## config.mk

```make
export PLATFORM = sky130hd
export DESIGN_NAME = conv1d_compute_engine_flat
export DESIGN_NICKNAME = d
export VERILOG_FILES = /design/src/rtl/conv1d_compute_engine_pkg.sv /design/src/rtl/conv1d_compute_engine_if.sv /design/src/rtl/conv1d_compute_engine_mac_lane.sv /design/src/rtl/conv1d_compute_engine.sv /design/src/flat_wrapper.sv
export SDC_FILE = /design/constraint.sdc
export NUM_CORES = 2
export LEC_CHECK = 0
export ABC_AREA = 1
export CORE_MARGIN = 1.5
export CORE_UTILIZATION = 30
export CTS_CLUSTER_DIAMETER = 150
export DETAILED_ROUTE_END_ITERATION = 10
export PLACE_DENSITY = 0.56
export RECOVER_POWER = 100
export SLEW_MARGIN = 20
export SYNTH_ARGS = -nofsm -noshare
export SYNTH_HDL_FRONTEND = slang
export SYNTH_HIERARCHICAL = 1
export SYNTH_SLANG_ARGS = --single-unit
```

## constraint.sdc

```tcl
create_clock -name clk_i -period 7.4 [get_ports clk_i]
set_input_delay 1.85 -clock clk_i [delete_from_list [all_inputs] [get_ports clk_i]]
set_output_delay 1.85 -clock clk_i [all_outputs]
set_load 0.05 [all_outputs]
```

## src/rtl/conv1d_compute_engine_pkg.sv

```systemverilog
// Shared types and fixed-point helpers for the 1-D convolution engine.
// Optional fused ReLU is selected by CONV_RELU_EN (see conv_mac_lane).
package conv_pkg;

    typedef enum logic [1:0] {
        IDLE  = 2'd0,
        RUN   = 2'd1,
        DRAIN = 2'd2,
        DONE  = 2'd3
    } state_t;

    localparam int DEF_BIT_WIDTH   = 16;
    localparam int DEF_FRAC_BITS   = 8;
    localparam int DEF_KERNEL_TAPS = 5;
    localparam int DEF_NUM_FILTERS = 8;
    localparam int DEF_DATA_DEPTH  = 512;
    localparam int WIDE_W          = 64;

    function automatic int acc_width(input int bw, input int taps);
        return 2 * bw + $clog2(taps + 1);
    endfunction

    function automatic logic signed [WIDE_W-1:0] sat_max(input int bw);
        return (64'sd1 <<< (bw - 1)) - 64'sd1;
    endfunction

    function automatic logic signed [WIDE_W-1:0] sat_min(input int bw);
        return -(64'sd1 <<< (bw - 1));
    endfunction

    // Floor-shift out the fraction, then clamp to the signed bw-bit range.
    function automatic logic signed [WIDE_W-1:0] sat_shift(
        input logic signed [WIDE_W-1:0] acc,
        input int                       bw,
        input int                       frac
    );
        logic signed [WIDE_W-1:0] sh;
        sh = acc >>> frac;
        if (sh > sat_max(bw)) begin
            return sat_max(bw);
        end else if (sh < sat_min(bw)) begin
            return sat_min(bw);
        end
        return sh;
    endfunction

endpackage

```

## src/rtl/conv1d_compute_engine_if.sv

```systemverilog
// Host/RAM-facing bundle of the convolution engine: launch, status, read ports
// toward the data/weight RAMs and the result RAM write port.
interface conv1d_compute_engine_if #(
    parameter int BIT_WIDTH   = 16,
    parameter int KERNEL_TAPS = 5,
    parameter int NUM_FILTERS = 8,
    parameter int DATA_DEPTH  = 512
);
    localparam int PAW = $clog2(DATA_DEPTH);
    localparam int PCW = PAW + 1;
    localparam int FAW = $clog2(NUM_FILTERS);
    localparam int FCW = FAW + 1;

    logic                                 start;
    logic [PCW-1:0]                       num_positions;
    logic [FCW-1:0]                       num_filters;
    logic                                 busy;
    logic                                 done;

    logic [PAW-1:0]                       data_ram_address;
    logic                                 data_ram_read_en;
    logic [KERNEL_TAPS*BIT_WIDTH-1:0]     data_read_out;

    logic [FAW-1:0]                       weights_ram_address;
    logic                                 weights_ram_read_en;
    logic [(KERNEL_TAPS+1)*BIT_WIDTH-1:0] weight_read_out;

    logic                                 result_ram_write_en;
    logic [FAW-1:0]                       result_ram_write_address_depth;
    logic [PAW-1:0]                       result_ram_write_address_width;
    logic [BIT_WIDTH-1:0]                 result_ram_write_data;

    modport master (
        output start, num_positions, num_filters, data_read_out, weight_read_out,
        input  busy, done, data_ram_address, data_ram_read_en,
               weights_ram_address, weights_ram_read_en,
               result_ram_write_en, result_ram_write_address_depth,
               result_ram_write_address_width, result_ram_write_data
    );

    modport slave (
        input  start, num_positions, num_filters, data_read_out, weight_read_out,
        output busy, done, data_ram_address, data_ram_read_en,
               weights_ram_address, weights_ram_read_en,
               result_ram_write_en, result_ram_write_address_depth,
               result_ram_write_address_width, result_ram_write_data
    );

endinterface

```

## src/rtl/conv1d_compute_engine_mac_lane.sv

```systemverilog
// Product and sum/round/saturate stages of the convolution pipeline, carrying
// valid and (filter, position) along. CONV_RELU_EN clamps negative results to 0.
module conv_mac_lane
    import conv_pkg::*;
#(
    parameter int BIT_WIDTH   = DEF_BIT_WIDTH,
    parameter int FRAC_BITS   = DEF_FRAC_BITS,
    parameter int KERNEL_TAPS = DEF_KERNEL_TAPS,
    parameter int FAW         = 3,
    parameter int PAW         = 9
) (
    input  logic                                 clk_i,
    input  logic                                 rst_i,
    input  logic                                 in_v_i,
    input  logic [FAW-1:0]                       in_f_i,
    input  logic [PAW-1:0]                       in_p_i,
    input  logic [KERNEL_TAPS*BIT_WIDTH-1:0]     data_i,
    input  logic [(KERNEL_TAPS+1)*BIT_WIDTH-1:0] weight_i,
    output logic                                 out_v_o,
    output logic [FAW-1:0]                       out_f_o,
    output logic [PAW-1:0]                       out_p_o,
    output logic [BIT_WIDTH-1:0]                 out_data_o
);
    localparam int PW    = 2 * BIT_WIDTH;
    localparam int ACC_W = acc_width(BIT_WIDTH, KERNEL_TAPS);

    logic signed [PW-1:0]        prod_d [KERNEL_TAPS];
    logic signed [PW-1:0]        prod_q [KERNEL_TAPS];
    logic signed [BIT_WIDTH-1:0] bias_q;
    logic                        prod_v_q;
    logic [FAW-1:0]              prod_f_q;
    logic [PAW-1:0]              prod_p_q;

    logic signed [ACC_W-1:0]     acc;
    logic signed [BIT_WIDTH-1:0] res_d;
    logic                        out_v_q;
    logic [FAW-1:0]              out_f_q;
    logic [PAW-1:0]              out_p_q;
    logic [BIT_WIDTH-1:0]        out_data_q;

    always_comb begin
        for (int k = 0; k < KERNEL_TAPS; k++) begin
            prod_d[k] = PW'($signed(data_i[k*BIT_WIDTH +: BIT_WIDTH]))
                      * PW'($signed(weight_i[(k+1)*BIT_WIDTH +: BIT_WIDTH]));
        end
    end

    // Bias is aligned to the product's Q position before summing.
    always_comb begin
        acc = ACC_W'(bias_q) <<< FRAC_BITS;
        for (int k = 0; k < KERNEL_TAPS; k++) begin
            acc = acc + ACC_W'(prod_q[k]);
        end
        res_d = BIT_WIDTH'(sat_shift(WIDE_W'(acc), BIT_WIDTH, FRAC_BITS));
`ifdef CONV_RELU_EN
        if (res_d[BIT_WIDTH-1]) begin
            res_d = '0;
        end
`endif
    end

    always_ff @(posedge clk_i) begin
        if (rst_i) begin
            for (int k = 0; k < KERNEL_TAPS; k++) begin
                prod_q[k] <= '0;
            end
            bias_q     <= '0;
            prod_v_q   <= 1'b0;
            prod_f_q   <= '0;
            prod_p_q   <= '0;
            out_v_q    <= 1'b0;
            out_f_q    <= '0;
            out_p_q    <= '0;
            out_data_q <= '0;
        end else begin
            for (int k = 0; k < KERNEL_TAPS; k++) begin
                prod_q[k] <= prod_d[k];
            end
            bias_q     <= weight_i[BIT_WIDTH-1:0];
            prod_v_q   <= in_v_i;
            prod_f_q   <= in_f_i;
            prod_p_q   <= in_p_i;
            out_v_q    <= prod_v_q;
            out_f_q    <= prod_f_q;
            out_p_q    <= prod_p_q;
            out_data_q <= res_d;
        end
    end

    assign out_v_o    = out_v_q;
    assign out_f_o    = out_f_q;
    assign out_p_o    = out_p_q;
    assign out_data_o = out_data_q;

endmodule

```

## src/rtl/conv1d_compute_engine.sv

```systemverilog
// Sequencer and RAM-facing pipeline of the 1-D convolution layer engine.
// Build option CONV_RELU_EN enables the fused ReLU inside conv_mac_lane.
//
// state | meaning
// IDLE  | waiting for start; counts latched on start
// RUN   | one (position, filter) read per cycle, filter innermost
// DRAIN | reads stopped, waiting for the last result to reach the output stage
// DONE  | one cycle before the done pulse, then back to IDLE
module conv1d_compute_engine
    import conv_pkg::*;
#(
    parameter int BIT_WIDTH   = DEF_BIT_WIDTH,
    parameter int FRAC_BITS   = DEF_FRAC_BITS,
    parameter int KERNEL_TAPS = DEF_KERNEL_TAPS,
    parameter int NUM_FILTERS = DEF_NUM_FILTERS,
    parameter int DATA_DEPTH  = DEF_DATA_DEPTH
) (
    input  logic                  clk_i,
    input  logic                  rst_i,
    conv1d_compute_engine_if.slave bus_if
);
    localparam int PAW = $clog2(DATA_DEPTH);
    localparam int PCW = PAW + 1;
    localparam int FAW = $clog2(NUM_FILTERS);
    localparam int FCW = FAW + 1;

    state_t         state_q, state_d;
    logic [PCW-1:0] np_q, np_d, np_clamp;
    logic [FCW-1:0] nf_q, nf_d, nf_clamp;
    logic [PAW-1:0] p_q, p_d;
    logic [FAW-1:0] f_q, f_d;
    logic           rd_en_q, rd_en_d;
    logic           last_issue;
    logic           done_q;

    logic                                 ram_v_q;
    logic [FAW-1:0]                       ram_f_q;
    logic [PAW-1:0]                       ram_p_q;
    logic                                 cap_v_q;
    logic [FAW-1:0]                       cap_f_q;
    logic [PAW-1:0]                       cap_p_q;
    logic [KERNEL_TAPS*BIT_WIDTH-1:0]     cap_data_q;
    logic [(KERNEL_TAPS+1)*BIT_WIDTH-1:0] cap_wt_q;

    always_comb begin
        np_clamp = (bus_if.num_positions > PCW'(DATA_DEPTH)) ? PCW'(DATA_DEPTH)
                                                              : bus_if.num_positions;
        nf_clamp = (bus_if.num_filters > FCW'(NUM_FILTERS)) ? FCW'(NUM_FILTERS)
                                                             : bus_if.num_filters;
    end

    assign last_issue = (FCW'(f_q) == nf_q - FCW'(1)) && (PCW'(p_q) == np_q - PCW'(1));

    always_comb begin
        state_d = state_q;
        np_d    = np_q;
        nf_d    = nf_q;
        p_d     = p_q;
        f_d     = f_q;
        rd_en_d = 1'b0;
        case (state_q)
            IDLE: begin
                if (bus_if.start) begin
                    np_d = np_clamp;
                    nf_d = nf_clamp;
                    p_d  = '0;
                    f_d  = '0;
                    if (np_clamp == '0 || nf_clamp == '0) begin
                        state_d = DONE;
                    end else begin
                        state_d = RUN;
                        rd_en_d = 1'b1;
                    end
                end
            end
            RUN: begin
                if (last_issue) begin
                    state_d = DRAIN;
                    p_d     = '0;
                    f_d     = '0;
                end else begin
                    rd_en_d = 1'b1;
                    if (FCW'(f_q) == nf_q - FCW'(1)) begin
                        f_d = '0;
                        p_d = p_q + PAW'(1);
                    end else begin
                        f_d = f_q + FAW'(1);
                    end
                end
            end
            // Leave once the last item is in the product stage; done is
            // registered, so it lands the cycle after the final write.
            DRAIN: begin
                if (!ram_v_q && !cap_v_q) begin
                    state_d = DONE;
                end
            end
            DONE:    state_d = IDLE;
            default: state_d = IDLE;
        endcase
    end

    always_ff @(posedge clk_i) begin
        if (rst_i) begin
            state_q    <= IDLE;
            np_q       <= '0;
            nf_q       <= '0;
            p_q        <= '0;
            f_q        <= '0;
            rd_en_q    <= 1'b0;
            done_q     <= 1'b0;
            ram_v_q    <= 1'b0;
            ram_f_q    <= '0;
            ram_p_q    <= '0;
            cap_v_q    <= 1'b0;
            cap_f_q    <= '0;
            cap_p_q    <= '0;
            cap_data_q <= '0;
            cap_wt_q   <= '0;
        end else begin
            state_q    <= state_d;
            np_q       <= np_d;
            nf_q       <= nf_d;
            p_q        <= p_d;
            f_q        <= f_d;
            rd_en_q    <= rd_en_d;
            done_q     <= (state_q == DONE);
            ram_v_q    <= rd_en_q;
            ram_f_q    <= f_q;
            ram_p_q    <= p_q;
            cap_v_q    <= ram_v_q;
            cap_f_q    <= ram_f_q;
            cap_p_q    <= ram_p_q;
            cap_data_q <= bus_if.data_read_out;
            cap_wt_q   <= bus_if.weight_read_out;
        end
    end

    assign bus_if.data_ram_address    = p_q;
    assign bus_if.data_ram_read_en    = rd_en_q;
    assign bus_if.weights_ram_address = f_q;
    assign bus_if.weights_ram_read_en = rd_en_q;
    assign bus_if.busy                = (state_q != IDLE);
    assign bus_if.done                = done_q;

    conv_mac_lane #(
        .BIT_WIDTH   (BIT_WIDTH),
        .FRAC_BITS   (FRAC_BITS),
        .KERNEL_TAPS (KERNEL_TAPS),
        .FAW         (FAW),
        .PAW         (PAW)
    ) u_mac_lane (
        .clk_i      (clk_i),
        .rst_i      (rst_i),
        .in_v_i     (cap_v_q),
        .in_f_i     (cap_f_q),
        .in_p_i     (cap_p_q),
        .data_i     (cap_data_q),
        .weight_i   (cap_wt_q),
        .out_v_o    (bus_if.result_ram_write_en),
        .out_f_o    (bus_if.result_ram_write_address_depth),
        .out_p_o    (bus_if.result_ram_write_address_width),
        .out_data_o (bus_if.result_ram_write_data)
    );

endmodule

```

## src/flat_wrapper.sv

```systemverilog
// flat-port wrapper written by rule: the top's interface ports become plain ports
module conv1d_compute_engine_flat import conv_pkg::*;
#(
    parameter int BIT_WIDTH   = DEF_BIT_WIDTH,
    parameter int FRAC_BITS   = DEF_FRAC_BITS,
    parameter int KERNEL_TAPS = DEF_KERNEL_TAPS,
    parameter int NUM_FILTERS = DEF_NUM_FILTERS,
    parameter int DATA_DEPTH  = DEF_DATA_DEPTH
)
  (clk_i, rst_i, bus_if_start, bus_if_num_positions, bus_if_num_filters, bus_if_data_read_out, bus_if_weight_read_out, bus_if_busy, bus_if_done, bus_if_data_ram_address, bus_if_data_ram_read_en, bus_if_weights_ram_address, bus_if_weights_ram_read_en, bus_if_result_ram_write_en, bus_if_result_ram_write_address_depth, bus_if_result_ram_write_address_width, bus_if_result_ram_write_data);
  conv1d_compute_engine_if #(.BIT_WIDTH(BIT_WIDTH), .KERNEL_TAPS(KERNEL_TAPS), .NUM_FILTERS(NUM_FILTERS), .DATA_DEPTH(DATA_DEPTH)) bus_if_i ();
  input  logic clk_i;
  input  logic rst_i;
  input wire logic [$bits(bus_if_i.start)-1:0] bus_if_start;
  input wire logic [$bits(bus_if_i.num_positions)-1:0] bus_if_num_positions;
  input wire logic [$bits(bus_if_i.num_filters)-1:0] bus_if_num_filters;
  input wire logic [$bits(bus_if_i.data_read_out)-1:0] bus_if_data_read_out;
  input wire logic [$bits(bus_if_i.weight_read_out)-1:0] bus_if_weight_read_out;
  output wire logic [$bits(bus_if_i.busy)-1:0] bus_if_busy;
  output wire logic [$bits(bus_if_i.done)-1:0] bus_if_done;
  output wire logic [$bits(bus_if_i.data_ram_address)-1:0] bus_if_data_ram_address;
  output wire logic [$bits(bus_if_i.data_ram_read_en)-1:0] bus_if_data_ram_read_en;
  output wire logic [$bits(bus_if_i.weights_ram_address)-1:0] bus_if_weights_ram_address;
  output wire logic [$bits(bus_if_i.weights_ram_read_en)-1:0] bus_if_weights_ram_read_en;
  output wire logic [$bits(bus_if_i.result_ram_write_en)-1:0] bus_if_result_ram_write_en;
  output wire logic [$bits(bus_if_i.result_ram_write_address_depth)-1:0] bus_if_result_ram_write_address_depth;
  output wire logic [$bits(bus_if_i.result_ram_write_address_width)-1:0] bus_if_result_ram_write_address_width;
  output wire logic [$bits(bus_if_i.result_ram_write_data)-1:0] bus_if_result_ram_write_data;
  assign bus_if_i.start = bus_if_start;
  assign bus_if_i.num_positions = bus_if_num_positions;
  assign bus_if_i.num_filters = bus_if_num_filters;
  assign bus_if_i.data_read_out = bus_if_data_read_out;
  assign bus_if_i.weight_read_out = bus_if_weight_read_out;
  assign bus_if_busy = bus_if_i.busy;
  assign bus_if_done = bus_if_i.done;
  assign bus_if_data_ram_address = bus_if_i.data_ram_address;
  assign bus_if_data_ram_read_en = bus_if_i.data_ram_read_en;
  assign bus_if_weights_ram_address = bus_if_i.weights_ram_address;
  assign bus_if_weights_ram_read_en = bus_if_i.weights_ram_read_en;
  assign bus_if_result_ram_write_en = bus_if_i.result_ram_write_en;
  assign bus_if_result_ram_write_address_depth = bus_if_i.result_ram_write_address_depth;
  assign bus_if_result_ram_write_address_width = bus_if_i.result_ram_write_address_width;
  assign bus_if_result_ram_write_data = bus_if_i.result_ram_write_data;
  conv1d_compute_engine #(.BIT_WIDTH(BIT_WIDTH), .FRAC_BITS(FRAC_BITS), .KERNEL_TAPS(KERNEL_TAPS), .NUM_FILTERS(NUM_FILTERS), .DATA_DEPTH(DATA_DEPTH)) u_core (.clk_i(clk_i), .rst_i(rst_i), .bus_if(bus_if_i));
endmodule
```

# Word-level counts from Yosys, hierarchy flattened
# Memories as Yosys holds them, arrays and structs flattened.
# Cells that the tools add are included.
# totals
ff_bits,290
ramBits,160
inputBits,193
output_inout_bits,45
elab_cells,102
mem_count,1
# mem_list
name,words,word_bits,rd,rd_ports_with_merged_regs,write_ports,line_no,text
u_core.u_mac_lane.prod_q,5,32,5,0,5,conv1d_compute_engine_mac_lane.sv:28,logic signed [PW-1:0] prod_q [KERNEL_TAPS];
# op_classes
addsub,9
mul,5
n_lt_le_gt_ge,4
eq_ne,9
muxes,32
n_bitwise,5
n_reduce_logical,14
# ops
cell,n
16-bit by 16-bit multiplier with 32-bit output,5
32-bit two-way mux,5
35-bit by 32-bit adder with 35-bit output,2
16-bit two-way mux,3
34-bit by 32-bit adder with 35-bit output,1
33-bit by 32-bit adder with 34-bit output,1
24-bit by 32-bit adder with 33-bit output,1
"27-bit by 16-bit greater-than comparator with 1-bit output, second input constant",1
"27-bit by 16-bit < comparator with 1-bit output, second input constant",1
9-bit two-way mux,3
9-bit one-hot mux with 2 select lines,1
9-bit by 10-bit equality test with 1-bit output,1
"10-bit greater-than comparator, second input constant",1
10-bit logical NOT,1
10-bit two-way mux,1
"10-bit by 1-bit subtractor with 10-bit output, second input constant",1
"9-bit by 1-bit adder with 9-bit output, second input constant",1
3-bit two-way mux,3
1-bit two-way mux,8
2-bit two-way mux,4
2-bit one-hot mux with 4 select lines,1
3-bit one-hot mux with 2 select lines,1
3-bit AND reduction,2
1-bit OR,5
other kinds (18),24

# Logic depth before layout (Yosys ltp)
# An unclocked memory read counts as a cell.
# depth
ltp_word,10
depth_mapped,28
mapped_depth_nobuf,27

# Hierarchy
# The synthesis kept the hierarchy.
# by_module_without_submodules
mod,n_inst,cells_each,area_per_inst_um2,seq_area_each_um2
conv_mac_lane,1,7680,61500.2,4364.2
conv1d_compute_engine,1,901,7473.4,4644.5

# Worst setup path after synthesis
# Ideal clock, no wire load.
# synth_path
kind,reg2reg
startpoint,register u_core.cap_data_q[15]
endpoint,memory u_core/u_mac_lane/prod_q[0][29] (netlist name)
setup_time_ns,0.123
arrival_ns,5.613
required_time_ns,7.277
setup_slack_ns,1.665
stages_incl_launch_ff,24
path_buffers,1
synth_period_minus_slack_ns,5.735
path_cell_list,dfxtp_1 -> clkbuf_1 -> nand2_1 -> inv_1 -> fa_1 -> fa_1 -> inv_1 -> fa_1 -> fa_1 -> inv_1 -> fa_1 -> fa_1 -> ha_1 -> nand2_1 -> nor2_1 -> inv_1 -> nor2_1 -> inv_1 -> o211ai_1 -> nand2_1 -> nand2_1 -> a21boi_0 -> o21ai_0 -> a21oi_1
# synth_rtl
item,line_no,text
"start, declared",conv1d_compute_engine.sv:42,logic [KERNEL_TAPS*BIT_WIDTH-1:0] cap_data_q;
"start signal, assigned",conv1d_compute_engine.sv:134,cap_data_q <= bus_if.data_read_out;
"end, declared",conv1d_compute_engine_mac_lane.sv:28,

==> Implementation_results.wiki <==
{| class="wikitable"
! Metric !! Value
|-
| Outcome || complete, but fails checks
|-
| Violated checks || capacitance limit, slew limit
|-
| Cell at the root of the clock tree || sky130_fd_sc_hd__clkbuf_16
|-
| Maximum number of pins on one net before global-route repair || 79
|-
| Clock insertion delay at the later pin of the skew report || 710 ps
|-
| Cell count after synthesis || 8581
|-
| Required time worst endpoint || 8000 ps
|-
| Max H-tree Level || 2
|-
| Multi-input gate area in the final layout || between 40000 and 50000 sq um
|-
| Number of buffers added by the clock tree synthesis step || 59
|-
| Post-synthesis async set-or-reset flop share || 0%
|-
| Highest Clock Rate || approximately 150 MHz
|-
| Detailed-router iteration count before antenna repair || 5
|-
| Number of top-level pins || approximately 240
|-
| Pwr dens || around 340 nW/um^2
|-
| Via count || 51000
|-
| Crit. End Element || flop
|-
| Final max-slew violation count || 203
|-
| R2r worst-path depth || 20
|-
| Category of the worst setup path launch point || flop
|-
| Number of synthesized flops with an enable pin || 0
|-
| Routed vias/inst || 4.38
|-
| Post-CTS Hold Fix Bufs || 0
|-
| Kind of cell with the highest combined delay on the critical path || adder cells
|-
| Number of max-capacitance violations reported || 3
|-
| Die Y-Extent || ~480 um
|-
| Number of buffers on the longest clock path || 3
|-
| Starting Density || 30.3%
|-
| Cell repeated most along the worst path || sky130_fd_sc_hd__fa_1
|-
| Register bit count reported by yosys || 450
|-
| Crit path from || u_core/cap_wt_q[33]
|-
| Signed area change from the synthesized netlist to the final layout || 10.4%
|-
| Worst max-slew margin expressed relative to the limit || -171%
|-
| YS warnings || 6
|-
| DRC violations left || 0
|-
| Half-perimeter wire length after placement || 155 mm
|-
| Reg clk slew, reported paths || around 70 ps
|-
| Diodes inserted || 0
|-
| Synthesized net count || 10700
|-
| Gates resized, CTS repair || 0
|-
| Leak || 0.0418 uW
|-
| Startpoint of the worst register-to-register path || u_core/cap_wt_q[33]
|-
| Seq. cell area || 9010 sq um
|-
| Peak supply drop || 0.000593 V
|-
| Floorplan die width || 482 um
|-
| Number of sinks driven by the clock tree || 450
|-
| CTS tree || done
|-
| Final net count || 10700
|-
| Number of failing hold endpoints at the final stage || 0
|-
| Hold slack final || 400 ps
|-
| Buf+Inv Stages, Crit Path || 3
|-
| Via count of the first global-routing pass || 56100
|-
| Final total negative setup slack || 0 ps
|-
| DR iter-0 viols || 2904
|-
| Fin crit share || 90.2%
|-
| Number of filler instances in the final layout || 23900
|-
| Post-Route Skew || 22.2 ps
|-
| Initial antenna violation count || 3
|-
| Kind of critical path || reg -> reg
|-
| Time the worst path needs with I/O delays and setup || roughly 6700 ps
|-
| Buffer count from post-CTS setup fixing || 0
|-
| Final Setup Violations || 0
|-
| Number of unique standard cell types used by synthesis || 54
|-
| Most common flop cell mapped by yosys || sky130_fd_sc_hd__dfxtp_1
|-
| Highest-delay cell along the critical path || sky130_fd_sc_hd__dfxtp_1
|-
| Area of the die || 233000 sq um
|-
| Detail-routed net length per standard cell || 15.9 um
|-
| Overall routing resource usage || 16.3%
|-
| Core area || 228000 sq um
|-
| Largest stage delay on the critical path || about 900 ps
|-
| Worst flop-to-flop path endpoint || u_core/u_mac_lane/prod_q[0][61]
|-
| FP Rows || around 180
|-
| Share of cells above drive strength 1 || 2.48%
|-
| Unrepaired setup endpoints after global routing || false
|-
| List of cells traversed by the critical path || nand2_1 > inv_1 > fa_1 > fa_1 > inv_1 > fa_1 > fa_1 > fa_1 > fa_1 > inv_1 > ha_1 > a21oi_1 > nor2_1 > a211oi_1 > nand3_1 > nand2_1 > nand2_1 > a21oi_1 > o21ai_0 > a21oi_1
|-
| GR Overflow Total || 0
|-
| Sequential fraction of the synthesis area || 13.1%
|-
| Final antenna-violating net count || 0
|-
| Post-Syn Area || 69000 sq um
|-
| Critical Path Sink || u_core/u_mac_lane/prod_q[0][61]
|-
| Critical path fanouts, max || 16
|-
| Hold WC Path Type || reg -> reg
|-
| Cell count along the critical path || 20
|-
| Transition time at the pin with the least slew margin || 4060 ps
|-
| Number of buffers inserted by port buffering || 237
|-
| Post-Synthesis Mean Instance Area || 8.04 sq um
|-
| Placer's final routability congestion estimate || between 0.8 and 0.9
|-
| First-pass GRT wire length || 303 mm
|-
| WP data arrival || 7280 ps
|-
| Routed wire length || 184 mm
|-
| Register-to-Register Setup Slack || 720 ps
|}
Yosys cell counts, types with 2 or more instances:
cell type / n / area (sq um)
sky130_fd_sc_hd__ha_1: 459 / 5740
sky130_fd_sc_hd__xnor2_1: 46 / 403
sky130_fd_sc_hd__a21oi_2: 7 / 61.3
sky130_fd_sc_hd__o21a_1: 42 / 315
sky130_fd_sc_hd__a21oi_1: 314 / 1570
sky130_fd_sc_hd__a211oi_1: 8 / 60.1
sky130_fd_sc_hd__nor2_2: 9 / 56.3
sky130_fd_sc_hd__nand2_4: 2 / 22.5
sky130_fd_sc_hd__nor3_1: 27 / 135
sky130_fd_sc_hd__o21ai_1: 4 / 20.0
sky130_fd_sc_hd__o21ai_0: 199 / 996
sky130_fd_sc_hd__a31oi_1: 10 / 62.6
sky130_fd_sc_hd__inv_1: 2716 / 10200
sky130_fd_sc_hd__o211ai_1: 2 / 15.0
sky130_fd_sc_hd__dfxtp_1: 450 / 9010
sky130_fd_sc_hd__nand3_1: 88 / 440
sky130_fd_sc_hd__xor2_1: 40 / 350
sky130_fd_sc_hd__a21o_1: 22 / 165
sky130_fd_sc_hd__or2_2: 37 / 231
sky130_fd_sc_hd__nor2_4: 2 / 22.5
sky130_fd_sc_hd__o221a_2: 4 / 45.0
sky130_fd_sc_hd__nand2_2: 15 / 93.8
sky130_fd_sc_hd__nand3b_1: 2 / 15.0
sky130_fd_sc_hd__a21boi_0: 9 / 67.6
sky130_fd_sc_hd__a22oi_1: 4 / 30.0
sky130_fd_sc_hd__clkbuf_1: 316 / 1190
sky130_fd_sc_hd__nand2_1: 1717 / 6440
sky130_fd_sc_hd__nand4_1: 16 / 100
sky130_fd_sc_hd__nor2_1: 504 / 1890
sky130_fd_sc_hd__fa_1: 1430 / 28600
sky130_fd_sc_hd__o31ai_1: 4 / 30.0
sky130_fd_sc_hd__nor4_1: 15 / 93.8
sky130_fd_sc_hd__o2111a_1: 4 / 45.0
sky130_fd_sc_hd__o21bai_1: 22 / 165
sky130_fd_sc_hd__inv_2: 5 / 18.8
sky130_fd_sc_hd__buf_1: 10 / 37.5
sky130_fd_sc_hd__nor3_2: 3 / 30.0
cells in the final DEF, fill, tap and decap left out, types with 7 or more instances in the layout:
cell,instances
sky130_fd_sc_hd__clkinvlp_4,7
sky130_fd_sc_hd__clkbuf_16,59
sky130_fd_sc_hd__o21a_1,42
sky130_fd_sc_hd__bufinv_16,10
sky130_fd_sc_hd__buf_4,19
sky130_fd_sc_hd__a21o_1,22
sky130_fd_sc_hd__inv_1,2716
sky130_fd_sc_hd__a211oi_1,8
sky130_fd_sc_hd__nand3_1,88
sky130_fd_sc_hd__nand4_1,16
sky130_fd_sc_hd__dlygate4sd3_1,45
sky130_fd_sc_hd__nor2_1,504
sky130_fd_sc_hd__xnor2_1,46
sky130_fd_sc_hd__fa_1,1430
sky130_fd_sc_hd__o21bai_1,22
sky130_fd_sc_hd__or2_2,37
sky130_fd_sc_hd__nor4_1,15
sky130_fd_sc_hd__nor3_1,27
sky130_fd_sc_hd__dfxtp_1,450
sky130_fd_sc_hd__ha_1,459
sky130_fd_sc_hd__clkdlybuf4s50_1,191
sky130_fd_sc_hd__nand2_2,15
sky130_fd_sc_hd__nand2_1,1718
sky130_fd_sc_hd__a21oi_1,320
sky130_fd_sc_hd__inv_6,10
sky130_fd_sc_hd__o21ai_0,199
sky130_fd_sc_hd__clkinv_2,7
sky130_fd_sc_hd__a31oi_1,10
sky130_fd_sc_hd__xor2_1,40
sky130_fd_sc_hd__nor2_2,9
sky130_fd_sc_hd__a21boi_0,9
sequential cells by signal, summed over array words and instances, names as in the netlist, 4 cells and up:
name	flops
u_core/bus_if.data_ram_address	9
u_core/cap_data_q	80
u_core/cap_p_q	9
u_core/cap_wt_q	96
u_core/nf_q	4
u_core/np_q	10
u_core/ram_p_q	9
u_core/u_mac_lane/bias_q	16
u_core/u_mac_lane/out_data_o	16
u_core/u_mac_lane/out_p_o	9
u_core/u_mac_lane/prod_p_q	9
u_core/u_mac_lane/prod_q	160
per-layer routing:
layer / global-route usage (%) / wire, um / share of wire, % / up-vias
li1: - / - / - / 24200
met1: 22.6 / 85100 / 46 / 25300
met4: 3.93 / 4210 / 2.3 / 0
met3: 2.33 / 10200 / 5.5 / 202
met2: 26.7 / 84900 / 46 / 1282
met5: 0 / 0 / 0 / -
per-stage QoR:
step / cell area, sq um / power, uW / instances / setup WS, ps / util [%]
after floorplan: 69000 / 16800 / 8581 / 1660 / -
after global placement: 74000 / 22600 / 11500 / 845 / 32.5
after detailed placement: 74000 / 22600 / 11500 / 792 / 32.5
after CTS: 76200 / 26000 / 11600 / 769 / 33.4
after global routing: 76100 / 28700 / 11600 / 320 / 33.4
final: 76100 / 25700 / 11600 / 724 / 33.4
report_power, final:
part	leakage, uW	total [uW]	internal [uW]	switching (uW)
Combinational	0.0371	19100	6340	12700
Sequential	0.00372	3430	2910	517
Clock	0.00104	3210	1900	1320
Total	0.0418	25700	11100	14600
worst min-delay path: stages (launching register included):
cell,delay (ps)
sky130_fd_sc_hd__dfxtp_1,300
sky130_fd_sc_hd__inv_1,40
sky130_fd_sc_hd__nor2_1,30
logic make-up after synthesis:
logic type | after synthesis | share of synthesized area [%]
simple gates | 2443 | 14.0
mux | 1 | 0.0145
xor+xnor | 87 | 1.12
compound gates | 660 | 5.38
flops | 450 | 13.1
buf+inv | 3051 | 16.6
fa+ha+maj | 1889 | 49.8
worst min path at each step:
| stage | startpoint | to | slack, ps | depth (start not counted) |
|---|---|---|---|---|
| final | u_core/cap_p_q[5] | u_core/u_mac_lane/prod_p_q[5] | 400 | 2 |
| after global routing | u_core/cap_wt_q[3] | u_core/u_mac_lane/bias_q[3] | 420 | 2 |
| after CTS | u_core/cap_wt_q[13] | u_core/u_mac_lane/bias_q[13] | 390 | 2 |
| after detailed placement | u_core/ram_p_q[6] | u_core/cap_p_q[6] | 390 | 2 |
| after global placement | u_core/ram_p_q[3] | u_core/cap_p_q[3] | 390 | 2 |
| after floorplan | u_core/ram_f_q[0] | u_core/cap_f_q[0] | 390 | 2 |
area by class of cell:
| class | count | share of cell area (%) |
|---|---|---|
| Inverter | 2721 | 13.4 |
| Timing Repair Buffer | 262 | 3.33 |
| Clock inverter | 43 | 0.776 |
| Multi-Input combinational cell | 5080 | 63.6 |
| Tap cell | 3009 | 4.94 |
| Sequential cell | 450 | 11.8 |
| Clock buffer | 68 | 2.06 |
Power figures use the tool's default switching activity.
